[src/rtl/com_spi_pkg.sv]
// com_spi_pkg: shared width, default timing and state type for the Pico-link SPI blocks
package com_spi_pkg;
   localparam int COM_DATA_W      = 16;
   localparam int COM_HALF_PERIOD = 6;
   localparam int COM_SETUP_CYC   = 2;
   localparam int COM_HOLD_CYC    = 2;
   localparam int COM_GAP_CYC     = 2;

   typedef enum logic [2:0] {
      ST_IDLE,
      ST_SETUP,
      ST_SHIFT_LO,
      ST_SHIFT_HI,
      ST_HOLD,
      ST_GAP
   } com_tx_state_t;

   function automatic int com_max4(input int a, input int b, input int c, input int d);
      int m;
      m = (a > b) ? a : b;
      m = (c > m) ? c : m;
      return (d > m) ? d : m;
   endfunction
endpackage

[src/rtl/com_spi_tx_if.sv]
// com_spi_tx_if: producer handshake plus SPI pins and status of the Pico-link transmitter
interface com_spi_tx_if import com_spi_pkg::*; #(
   parameter int DATA_W = COM_DATA_W
);
   logic [DATA_W-1:0] tx_data;
   logic              tx_valid;
   logic              tx_ready;
   logic              com_sclk_out;
   logic              com_mosi_out;
   logic              com_active_out;
   logic              busy;
   logic              frame_done;

   modport master (
      output tx_data, tx_valid,
      input  tx_ready, com_sclk_out, com_mosi_out, com_active_out, busy, frame_done
   );

   modport slave (
      input  tx_data, tx_valid,
      output tx_ready, com_sclk_out, com_mosi_out, com_active_out, busy, frame_done
   );
endinterface

[src/rtl/com_tx_holdbuf.sv]
// com_tx_holdbuf: one-entry pending word register between the producer and the shifter
module com_tx_holdbuf import com_spi_pkg::*; #(
   parameter int DATA_W = COM_DATA_W
) (
   input  logic              clk_25mhz,
   input  logic              reset,
   input  logic [DATA_W-1:0] i_data,
   input  logic              i_valid,
   output logic              o_ready,
   input  logic              i_pop,
   output logic [DATA_W-1:0] o_data,
   output logic              o_full
);
   logic              r_full;
   logic              r_ready;
   logic [DATA_W-1:0] r_data;
   logic              w_load;
   logic              w_full_nxt;

   assign w_load     = i_valid && r_ready;
   assign w_full_nxt = w_load ? 1'b1 : (i_pop ? 1'b0 : r_full);
   assign o_ready    = r_ready;
   assign o_data     = r_data;
   assign o_full     = r_full;

   // Capture an offered word while empty; ready is registered and held low in reset
   always_ff @(posedge clk_25mhz) begin
      if (!reset) begin
         r_full  <= 1'b0;
         r_ready <= 1'b0;
         r_data  <= '0;
      end else begin
         r_full  <= w_full_nxt;
         r_ready <= !w_full_nxt;
         if (w_load) r_data <= i_data;
      end
   end
endmodule

[src/rtl/com_spi_tx.sv]
// com_spi_tx: MSB-first SPI initiator framing 16-bit words for the Pico link
module com_spi_tx import com_spi_pkg::*; #(
   parameter int DATA_W      = COM_DATA_W,
   parameter int HALF_PERIOD = COM_HALF_PERIOD,
   parameter int SETUP_CYC   = COM_SETUP_CYC,
   parameter int HOLD_CYC    = COM_HOLD_CYC,
   parameter int GAP_CYC     = COM_GAP_CYC
) (
   input  logic         clk_25mhz,
   input  logic         reset,
   com_spi_tx_if.slave  bus
);
   localparam int CNT_MAX = com_max4(HALF_PERIOD, SETUP_CYC, HOLD_CYC, GAP_CYC);
   localparam int CNT_W   = $clog2(CNT_MAX + 1);
   localparam int BIT_W   = (DATA_W > 1) ? $clog2(DATA_W) : 1;

   com_tx_state_t     r_state, w_state_nxt;
   logic [CNT_W-1:0]  r_cnt, w_cnt_nxt, w_len_m1;
   logic [BIT_W-1:0]  r_bit, w_bit_nxt;
   logic [DATA_W-1:0] r_sh, w_sh_nxt, w_pend;
   logic              w_full, w_pop, w_end, w_cs_nxt;
   logic              r_sclk, r_mosi, r_cs, r_busy, r_done;

   com_tx_holdbuf #(.DATA_W(DATA_W)) u_holdbuf (
      .clk_25mhz (clk_25mhz),
      .reset     (reset),
      .i_data    (bus.tx_data),
      .i_valid   (bus.tx_valid),
      .o_ready   (bus.tx_ready),
      .i_pop     (w_pop),
      .o_data    (w_pend),
      .o_full    (w_full)
   );

   assign w_len_m1 = (r_state == ST_SETUP) ? CNT_W'(SETUP_CYC - 1) :
                     (r_state == ST_HOLD)  ? CNT_W'(HOLD_CYC - 1)  :
                     (r_state == ST_GAP)   ? CNT_W'(GAP_CYC - 1)   : CNT_W'(HALF_PERIOD - 1);
   assign w_end    = r_cnt == w_len_m1;
   assign w_pop    = w_full && (r_state == ST_IDLE || (r_state == ST_GAP && w_end));
   assign w_cs_nxt = w_state_nxt inside {ST_SETUP, ST_SHIFT_LO, ST_SHIFT_HI, ST_HOLD};

   assign bus.com_sclk_out   = r_sclk;
   assign bus.com_mosi_out   = r_mosi;
   assign bus.com_active_out = r_cs;
   assign bus.busy           = r_busy;
   assign bus.frame_done     = r_done;

   // Phase sequencing: each timed state ends when the shared counter hits its length
   always_comb begin
      w_state_nxt = r_state;
      w_cnt_nxt   = (w_end || r_state == ST_IDLE) ? '0 : r_cnt + 1'b1;
      w_bit_nxt   = r_bit;
      w_sh_nxt    = r_sh;
      case (r_state)
         ST_IDLE:     w_state_nxt = w_full ? ST_SETUP : ST_IDLE;
         ST_SETUP:    if (w_end) w_state_nxt = ST_SHIFT_LO;
         ST_SHIFT_LO: if (w_end) w_state_nxt = ST_SHIFT_HI;
         ST_SHIFT_HI: if (w_end) begin
            if (r_bit == BIT_W'(DATA_W - 1)) begin
               w_state_nxt = ST_HOLD;
            end else begin
               w_state_nxt = ST_SHIFT_LO;
               w_sh_nxt    = {r_sh[DATA_W-2:0], 1'b0};
               w_bit_nxt   = r_bit + 1'b1;
            end
         end
         ST_HOLD:     if (w_end) w_state_nxt = ST_GAP;
         ST_GAP:      if (w_end) w_state_nxt = w_full ? ST_SETUP : ST_IDLE;
         default:     w_state_nxt = ST_IDLE;
      endcase
      if (w_pop) begin
         w_sh_nxt  = w_pend;
         w_bit_nxt = '0;
      end
   end

   // State/counters and pins, all registered from the next-state decode
   always_ff @(posedge clk_25mhz) begin
      if (!reset) begin
         r_state <= ST_IDLE;
         r_cnt   <= '0;
         r_bit   <= '0;
         r_sh    <= '0;
         r_sclk  <= 1'b0;
         r_mosi  <= 1'b0;
         r_cs    <= 1'b0;
         r_busy  <= 1'b0;
         r_done  <= 1'b0;
      end else begin
         r_state <= w_state_nxt;
         r_cnt   <= w_cnt_nxt;
         r_bit   <= w_bit_nxt;
         r_sh    <= w_sh_nxt;
         r_sclk  <= w_state_nxt == ST_SHIFT_HI;
         r_mosi  <= w_cs_nxt && w_sh_nxt[DATA_W-1];
         r_cs    <= w_cs_nxt;
         r_busy  <= w_state_nxt != ST_IDLE;
         r_done  <= r_state == ST_HOLD && w_state_nxt == ST_GAP;
      end
   end
endmodule

[src/flat_wrapper.sv]
// flat-port wrapper written by rule: the top's interface ports become plain ports
module com_spi_tx_flat import com_spi_pkg::*;
#(
   parameter int DATA_W      = COM_DATA_W,
   parameter int HALF_PERIOD = COM_HALF_PERIOD,
   parameter int SETUP_CYC   = COM_SETUP_CYC,
   parameter int HOLD_CYC    = COM_HOLD_CYC,
   parameter int GAP_CYC     = COM_GAP_CYC
)
  (clk_25mhz, reset, bus_tx_data, bus_tx_valid, bus_tx_ready, bus_com_sclk_out, bus_com_mosi_out, bus_com_active_out, bus_busy, bus_frame_done);
  com_spi_tx_if #(.DATA_W(DATA_W)) bus_i ();
  input  logic clk_25mhz;
  input  logic reset;
  input wire logic [$bits(bus_i.tx_data)-1:0] bus_tx_data;
  input wire logic [$bits(bus_i.tx_valid)-1:0] bus_tx_valid;
  output wire logic [$bits(bus_i.tx_ready)-1:0] bus_tx_ready;
  output wire logic [$bits(bus_i.com_sclk_out)-1:0] bus_com_sclk_out;
  output wire logic [$bits(bus_i.com_mosi_out)-1:0] bus_com_mosi_out;
  output wire logic [$bits(bus_i.com_active_out)-1:0] bus_com_active_out;
  output wire logic [$bits(bus_i.busy)-1:0] bus_busy;
  output wire logic [$bits(bus_i.frame_done)-1:0] bus_frame_done;
  assign bus_i.tx_data = bus_tx_data;
  assign bus_i.tx_valid = bus_tx_valid;
  assign bus_tx_ready = bus_i.tx_ready;
  assign bus_com_sclk_out = bus_i.com_sclk_out;
  assign bus_com_mosi_out = bus_i.com_mosi_out;
  assign bus_com_active_out = bus_i.com_active_out;
  assign bus_busy = bus_i.busy;
  assign bus_frame_done = bus_i.frame_done;
  com_spi_tx #(.DATA_W(DATA_W), .HALF_PERIOD(HALF_PERIOD), .SETUP_CYC(SETUP_CYC), .HOLD_CYC(HOLD_CYC), .GAP_CYC(GAP_CYC)) u_core (.clk_25mhz(clk_25mhz), .reset(reset), .bus(bus_i));
endmodule
[config.mk]
export PLATFORM = sky130hd
export DESIGN_NAME = com_spi_tx_flat
export DESIGN_NICKNAME = d
export VERILOG_FILES = /design/src/rtl/com_spi_pkg.sv /design/src/rtl/com_spi_tx_if.sv /design/src/rtl/com_tx_holdbuf.sv /design/src/rtl/com_spi_tx.sv /design/src/flat_wrapper.sv
export SDC_FILE = /design/constraint.sdc
export NUM_CORES = 1
export LEC_CHECK = 0
export CAP_MARGIN = 10
export CORE_MARGIN = 3
export CORE_UTILIZATION = 59
export CTS_CLUSTER_DIAMETER = 100
export CTS_CLUSTER_SIZE = 20
export DETAILED_ROUTE_END_ITERATION = 7
export PLACE_DENSITY_LB_ADDON = 0.15
export SLEW_MARGIN = 40
export SYNTH_ARGS = -nofsm -noshare
export SYNTH_HDL_FRONTEND = slang
export SYNTH_HIERARCHICAL = 1
export SYNTH_SLANG_ARGS = --single-unit
[constraint.sdc]
create_clock -name clk_25mhz -period 3.8 [get_ports clk_25mhz]
set_input_delay 0.95 -clock clk_25mhz [delete_from_list [all_inputs] [get_ports clk_25mhz]]
set_output_delay 0.95 -clock clk_25mhz [all_outputs]
set_load 0.01 [all_outputs]
# [Yosys cells after proc, flatten, opt, wreduce, memory -nomap -nowiden]
# Index checks and enable logic that the tools add are counted.
[totals] regBits=49 out_inout_bits=6 in_bits=19 elab_cells=64
[op_classes] bitwise_logic=2 eq_ne=13 mux=17 reduce_logical=17 n_addsub=2
[ops] operator="2-to-1 mux 16 bit" count=4
[ops] operator="2-to-1 mux 3 bit" count=9
[ops] operator="one-hot mux 3 bit (6 select lines)" count=1
[ops] operator="equality test 3 x 2 -> 1 bit, second input constant" count=4
[ops] operator="equality test 3 bit, second input constant" count=4
[ops] operator="equality test 3 x 1 -> 1 bit, second input constant" count=2
[ops] operator="AND reduction 3 bit" count=2
[ops] operator="logical AND 1 bit" count=5
[ops] operator="adder 4 x 1 -> 4 bit, second input constant" count=1
[ops] operator="equality test 4 bit, second input constant" count=1
[ops] operator="nonzero test 2 bit" count=2
[ops] operator="nonzero test 4 bit" count=1
[ops] operator="OR reduction 2 bit" count=2
[ops] operator="adder 3 x 1 -> 3 bit, second input constant" count=1
[ops] operator="equality test 3 bit" count=1
[ops] operator="logical NOT 3 bit" count=1
[ops] operator="2-to-1 mux 1 bit" count=3
[ops] operator="nonzero test 3 bit" count=1
[ops] operator="logical OR 1 bit" count=2
[ops] operator="inequality test 2 bit, second input constant" count=1
[ops] operator="inverter 1 bit" count=2
[ops] operator="logical NOT 1 bit" count=1

# [Longest topological paths before layout]
[depth] word_depth=11 mapped_depth=8 ltp_nobuf=7

# [By module]
# The synthesis kept the hierarchy.
[modules_own_cells] mod="com_spi_tx" cells_per_inst=158 n_inst=1 seq_area_each_um2=620.6 area_per_inst_um2=1460.2
[modules_own_cells] mod="com_tx_holdbuf" cells_per_inst=80 n_inst=1 seq_area_each_um2=360.3 area_per_inst_um2=742.0

# [Worst setup path after synthesis]
# No wires, ideal clock.
[synth_timing] path_kind="register to register" start="reg u_core.r_cnt[1]" end="reg u_core.u_holdbuf.r_ready (netlist: u_core/u_holdbuf/o_ready)" setup_slack_ns=2.124 required_ns=3.684 setup_ns=0.116 stages_incl_launch_ff=9 arrival_time_ns=1.560 n_path_buf=1 period_less_slack_ns=1.676 path_cell_list="dfxtp_1 -> inv_1 -> ha_1 -> and4b_1 -> o21ai_4 -> inv_2 -> buf_2 -> nand2b_1 -> and3_1"
[synth_via] elab_chain_len=7
[synth_rtl] element="start: declaration" line="com_spi_tx.sv:18" source="logic [CNT_W-1:0] r_cnt, w_cnt_nxt, w_len_m1;"
[synth_rtl] element="start signal: assignment" line="com_spi_tx.sv:91" source="r_cnt <= w_cnt_nxt;"
[synth_rtl] element="equality test 3 bit" line="com_spi_tx.sv:38" source="assign w_end = r_cnt == w_len_m1;"
[synth_rtl] element="logical AND 1 bit" line="com_spi_tx.sv:39" source="assign w_pop = w_full && (r_state == ST_IDLE || (r_state == ST_GAP && w_end));"
[synth_rtl] element="logical OR 1 bit" line="com_spi_tx.sv:39"
[synth_rtl] element="logical AND 1 bit" line="com_spi_tx.sv:39"
[synth_rtl] element="via u_core.w_pop" line="com_spi_tx.sv:21" source="logic w_full, w_pop, w_end, w_cs_nxt;"
[synth_rtl] element="2-to-1 mux 1 bit (2 in a row)" line="com_tx_holdbuf.sv:21" source="assign w_full_nxt = w_load ? 1'b1 : (i_pop ? 1'b0 : r_full);"
[synth_rtl] element="logical NOT 1 bit" line="com_tx_holdbuf.sv:34" source="r_ready <= !w_full_nxt;"
[synth_rtl] element="end signal: assignment" line="com_tx_holdbuf.sv:34"
[synth_rtl] element="end: declaration" line="com_tx_holdbuf.sv:15" source="logic r_ready;"
# The timed path passes the listed nets, and every way through them passes these cells.
# A chain may end at the register's enable or synchronous reset.

# [Worst setup path after layout]
[layout_timing] start="reg u_core.u_holdbuf.r_ready (netlist: u_core/u_holdbuf/o_ready)" end="out bus_tx_ready"
[layout_lines] element="end: declaration" line="flat_wrapper.sv:16" source="output wire logic [$bits(bus_i.tx_ready)-1:0] bus_tx_ready;"
# No word-level cell between the ends.

==> flow_summary.json <==
{
  "drv_slew": 0,
  "critical_path.cell_chain": "clkdlybuf4s50_1",
  "via_per_inst": 5.93,
  "place_area_um2": 2370,
  "grt_max_degree": 49,
  "synthCells": 238,
  "ys_async_sr_fraction": 0,
  "ios": 25,
  "synth-warning-count": 6,
  "synthFlopType": "dfxtp_1",
  "rsz0062_at_grt": "no",
  "pwr-share-comb": 0.099,
  "worstPathMaxFanout": 19,
  "arrival_ns": 1.73,
  "power_frac_seq": 0.583,
  "synth.avg_cell_area_um2": 9.25,
  "die_height_um": 67.1,
  "port_buffers": 24,
  "wl_mm": 4.18,
  "critPathCaptureType": "output pin",
  "hold_buffers": 0,
  "synth_seq_area_share": 0.445,
  "rows": 21,
  "crit_type": "reg -> out",
  "cts_root_buffer": "clkbuf_8",
  "dr.pass1.iters": 4,
  "hold_class": "reg -> reg",
  "synth_edf_count": 0,
  "netlist_area_um2": 2200,
  "ys_ff_latch": 49,
  "p_sw_frac": 0.249,
  "postCtsSetupBuffers": 0,
  "power.density_nw_per_um2": 383,
  "clk_transition_reported_paths_ns": 0.09,
  "internal_power_w": 0.000705,
  "drcViolationCount": 0,
  "detail_route.wl_per_cell_um": 14.0,
  "drive_above_1_share": 0.103,
  "ant_nets": 0,
  "required_ns": 2.85,
  "synth_nets": 260,
  "final.min_clock_period_ns": 2.68,
  "cts_buffer_depth": 2,
  "fp.dieArea_um2": 4500,
  "setup_violations": 0,
  "irDropWorstVdd_mv": 0.247,
  "syn2layout_area_growth_pct": 11.6,
  "routed-via-count": 1768,
  "post_cts_resized": 0,
  "wl_met2_mm": 1.93,
  "antenna_cells": 0,
  "finalCritPeriodShare": 0.704,
  "worst_slew_pin_slew_ns": 0.672,
  "dieWidth_um": 67.1,
  "tritoncts": "built",
  "rrSetupSlack_ns": 1.61,
  "grt_pass1_wl_mm": 7.14,
  "synthTopCellsByArea": "dfxtp_1 (45%), a21boi_0 (5.8%), nand4_1 (5.4%)",
  "dr_wl_met3_um": 178,
  "timing.slew.headroom": 0.552,
  "status": "finished, final reports clean",
  "grt.total_usage": 0.207,
  "p_total_w": 0.000940,
  "gp_congestion": 0.782,
  "grt_antenna_before_repair": 0,
  "max_cap_viol_count": 0,
  "leakage_nw": 0.838,
  "maxUsedRoutingLayer": "met4",
  "nets": 273,
  "dp_hpwl_mm": 2.76,
  "drtIter0Drc": 182,
  "start_util": 0.635,
  "cts_inserted_buffers": 5,
  "synth_top_area_frac": 0.445,
  "fin_skew_ns": 0.00876,
  "cts-htree-levels": 2,
  "fin_area_um2": 2460,
  "clockPowerShare": 0.318,
  "clk_latency_ns": 0.30,
  "grt_overflow": 0,
  "max_stage_delay_ns": 0.76,
  "wl_met1_mm": 2.01,
  "core_um2": 3470,
  "setup_tns_ns": 0,
  "switchingPower_w": 0.000234,
  "hold_viol": 0,
  "yosysUniqueCellTypes": 43,
  "cp_slowest_cell": "dfxtp_1",
  "first_global_vias": 1616,
  "critPathBufInv": 1,
  "crit_family": "flip-flops",
  "synth_top_cell_by_area": "dfxtp_1",
  "crit_path_start_kind": "flop",
  "clock-sinks": 49,
  "max_freq_mhz": 374
}
## worst register-to-register path: cells and delay by family, from the launching register on
kind	cells	cell delay (ns)
buf+inv	2	0.32
fa+ha+maj	1	0.25
simple gates	1	0.23
compound gates	3	0.95
flops	1	0.34
## layer usage
layer,up-vias,GRT usage
met5,-,0
met1,839,0.274
met2,32,0.324
met3,5,0.0405
met4,0,0.0911
li1,892,-
## cell usage in the layout, fill, tap and decap left out, types with 2 or more instances in the layout
cell	n
a21boi_0	17
a21oi_1	4
a22oi_1	15
and3_1	3
and4b_1	2
buf_4	2
clkbuf_8	5
clkdlybuf4s50_1	24
dfxtp_1	49
ha_1	3
inv_1	3
nand2_1	22
nand2b_1	2
nand3_1	18
nand4_1	19
nor2_1	9
nor2b_1	3
nor3_1	2
o21a_1	2
o21ai_0	12
o21ai_2	10
xnor2_1	3
xor2_1	2
## power groups by stage
stage	Sequential [W]	Combinational (W)	Clock (W)
after floorplan	0.000551	0.0000714	0
after global placement	0.000560	0.0000923	0
after detailed placement	0.000560	0.0000934	0
after CTS	0.000548	0.0000937	0.000308
after global routing	0.000551	0.000103	0.000329
final	0.000548	0.0000934	0.000299
## Yosys cell counts (3+ instances only)
master and instances:
dfxtp_1 49, nand2_1 22, nand4_1 19, nand3_1 18, a21boi_0 17, a22oi_1 15, o21ai_0 12, o21ai_2 10
buf_2 9, nor2_1 9, a21oi_1 4, buf_6 4, and3_1 3, buf_4 3, clkbuf_1 3, ha_1 3
inv_1 3, nor2b_1 3, xnor2_1 3
## sequential cells by signal (all words and copies together), names as in the netlist
register and cells:
u_core/u_holdbuf/o_full 1, u_core/bus.com_mosi_out 1, u_core/u_holdbuf/o_data 16, u_core/u_holdbuf/o_ready 1, u_core/r_state 3, u_core/r_cnt 3
u_core/bus.frame_done 1, u_core/bus.com_active_out 1, u_core/r_bit 4, u_core/r_sh 16, u_core/bus.busy 1, u_core/bus.com_sclk_out 1
## logic make-up (layout without fill, tap and decap cells)
family / count (synthesis) / after routing / share of synthesized area
adder cells (fa/ha/maj): 3 / 3 / 0.0170
flip-flops: 49 / 49 / 0.445
buffers and inverters: 24 / 38 / 0.0722
AND/OR/NAND/NOR: 90 / 90 / 0.220
AO/OA/AOI/OAI: 67 / 67 / 0.225
XOR/XNOR: 5 / 5 / 0.0199
## cell type report
type	instances	area (um^2)
inverter	4	15.0
timing repair buffer	26	255
tap	46	57.6
multi-input combinational	165	1060
clock inverter	2	13.8
sequential	49	981
clock buffer	6	72.6
fill	285	1010
## worst paths after layout
check	startpoint	to	cells past startpoint
worst max-delay path	u_core/u_holdbuf/o_ready	bus_tx_ready	1
worst min-delay path	u_core/r_cnt[0]	u_core/r_cnt[0]	1
worst max register to register	u_core/r_cnt[1]	u_core/bus.com_mosi_out	7
worst min register to register	u_core/r_cnt[0]	u_core/r_cnt[0]	1
## per-stage QoR
| stage | setup slack (ns) | instances | utilization | hold WS, ns |
|---|---|---|---|---|
| after floorplan | 2.12 | 238 | - | 0.421 |
| after global placement | 1.31 | 290 | 0.684 | 0.439 |
| after detailed placement | 1.28 | 290 | 0.684 | 0.448 |
| after CTS | 1.13 | 298 | 0.709 | 0.467 |
| after global routing | 1.06 | 298 | 0.709 | 0.487 |
| final | 1.12 | 298 | 0.709 | 0.464 |
(Power assumes the default switching activity.)
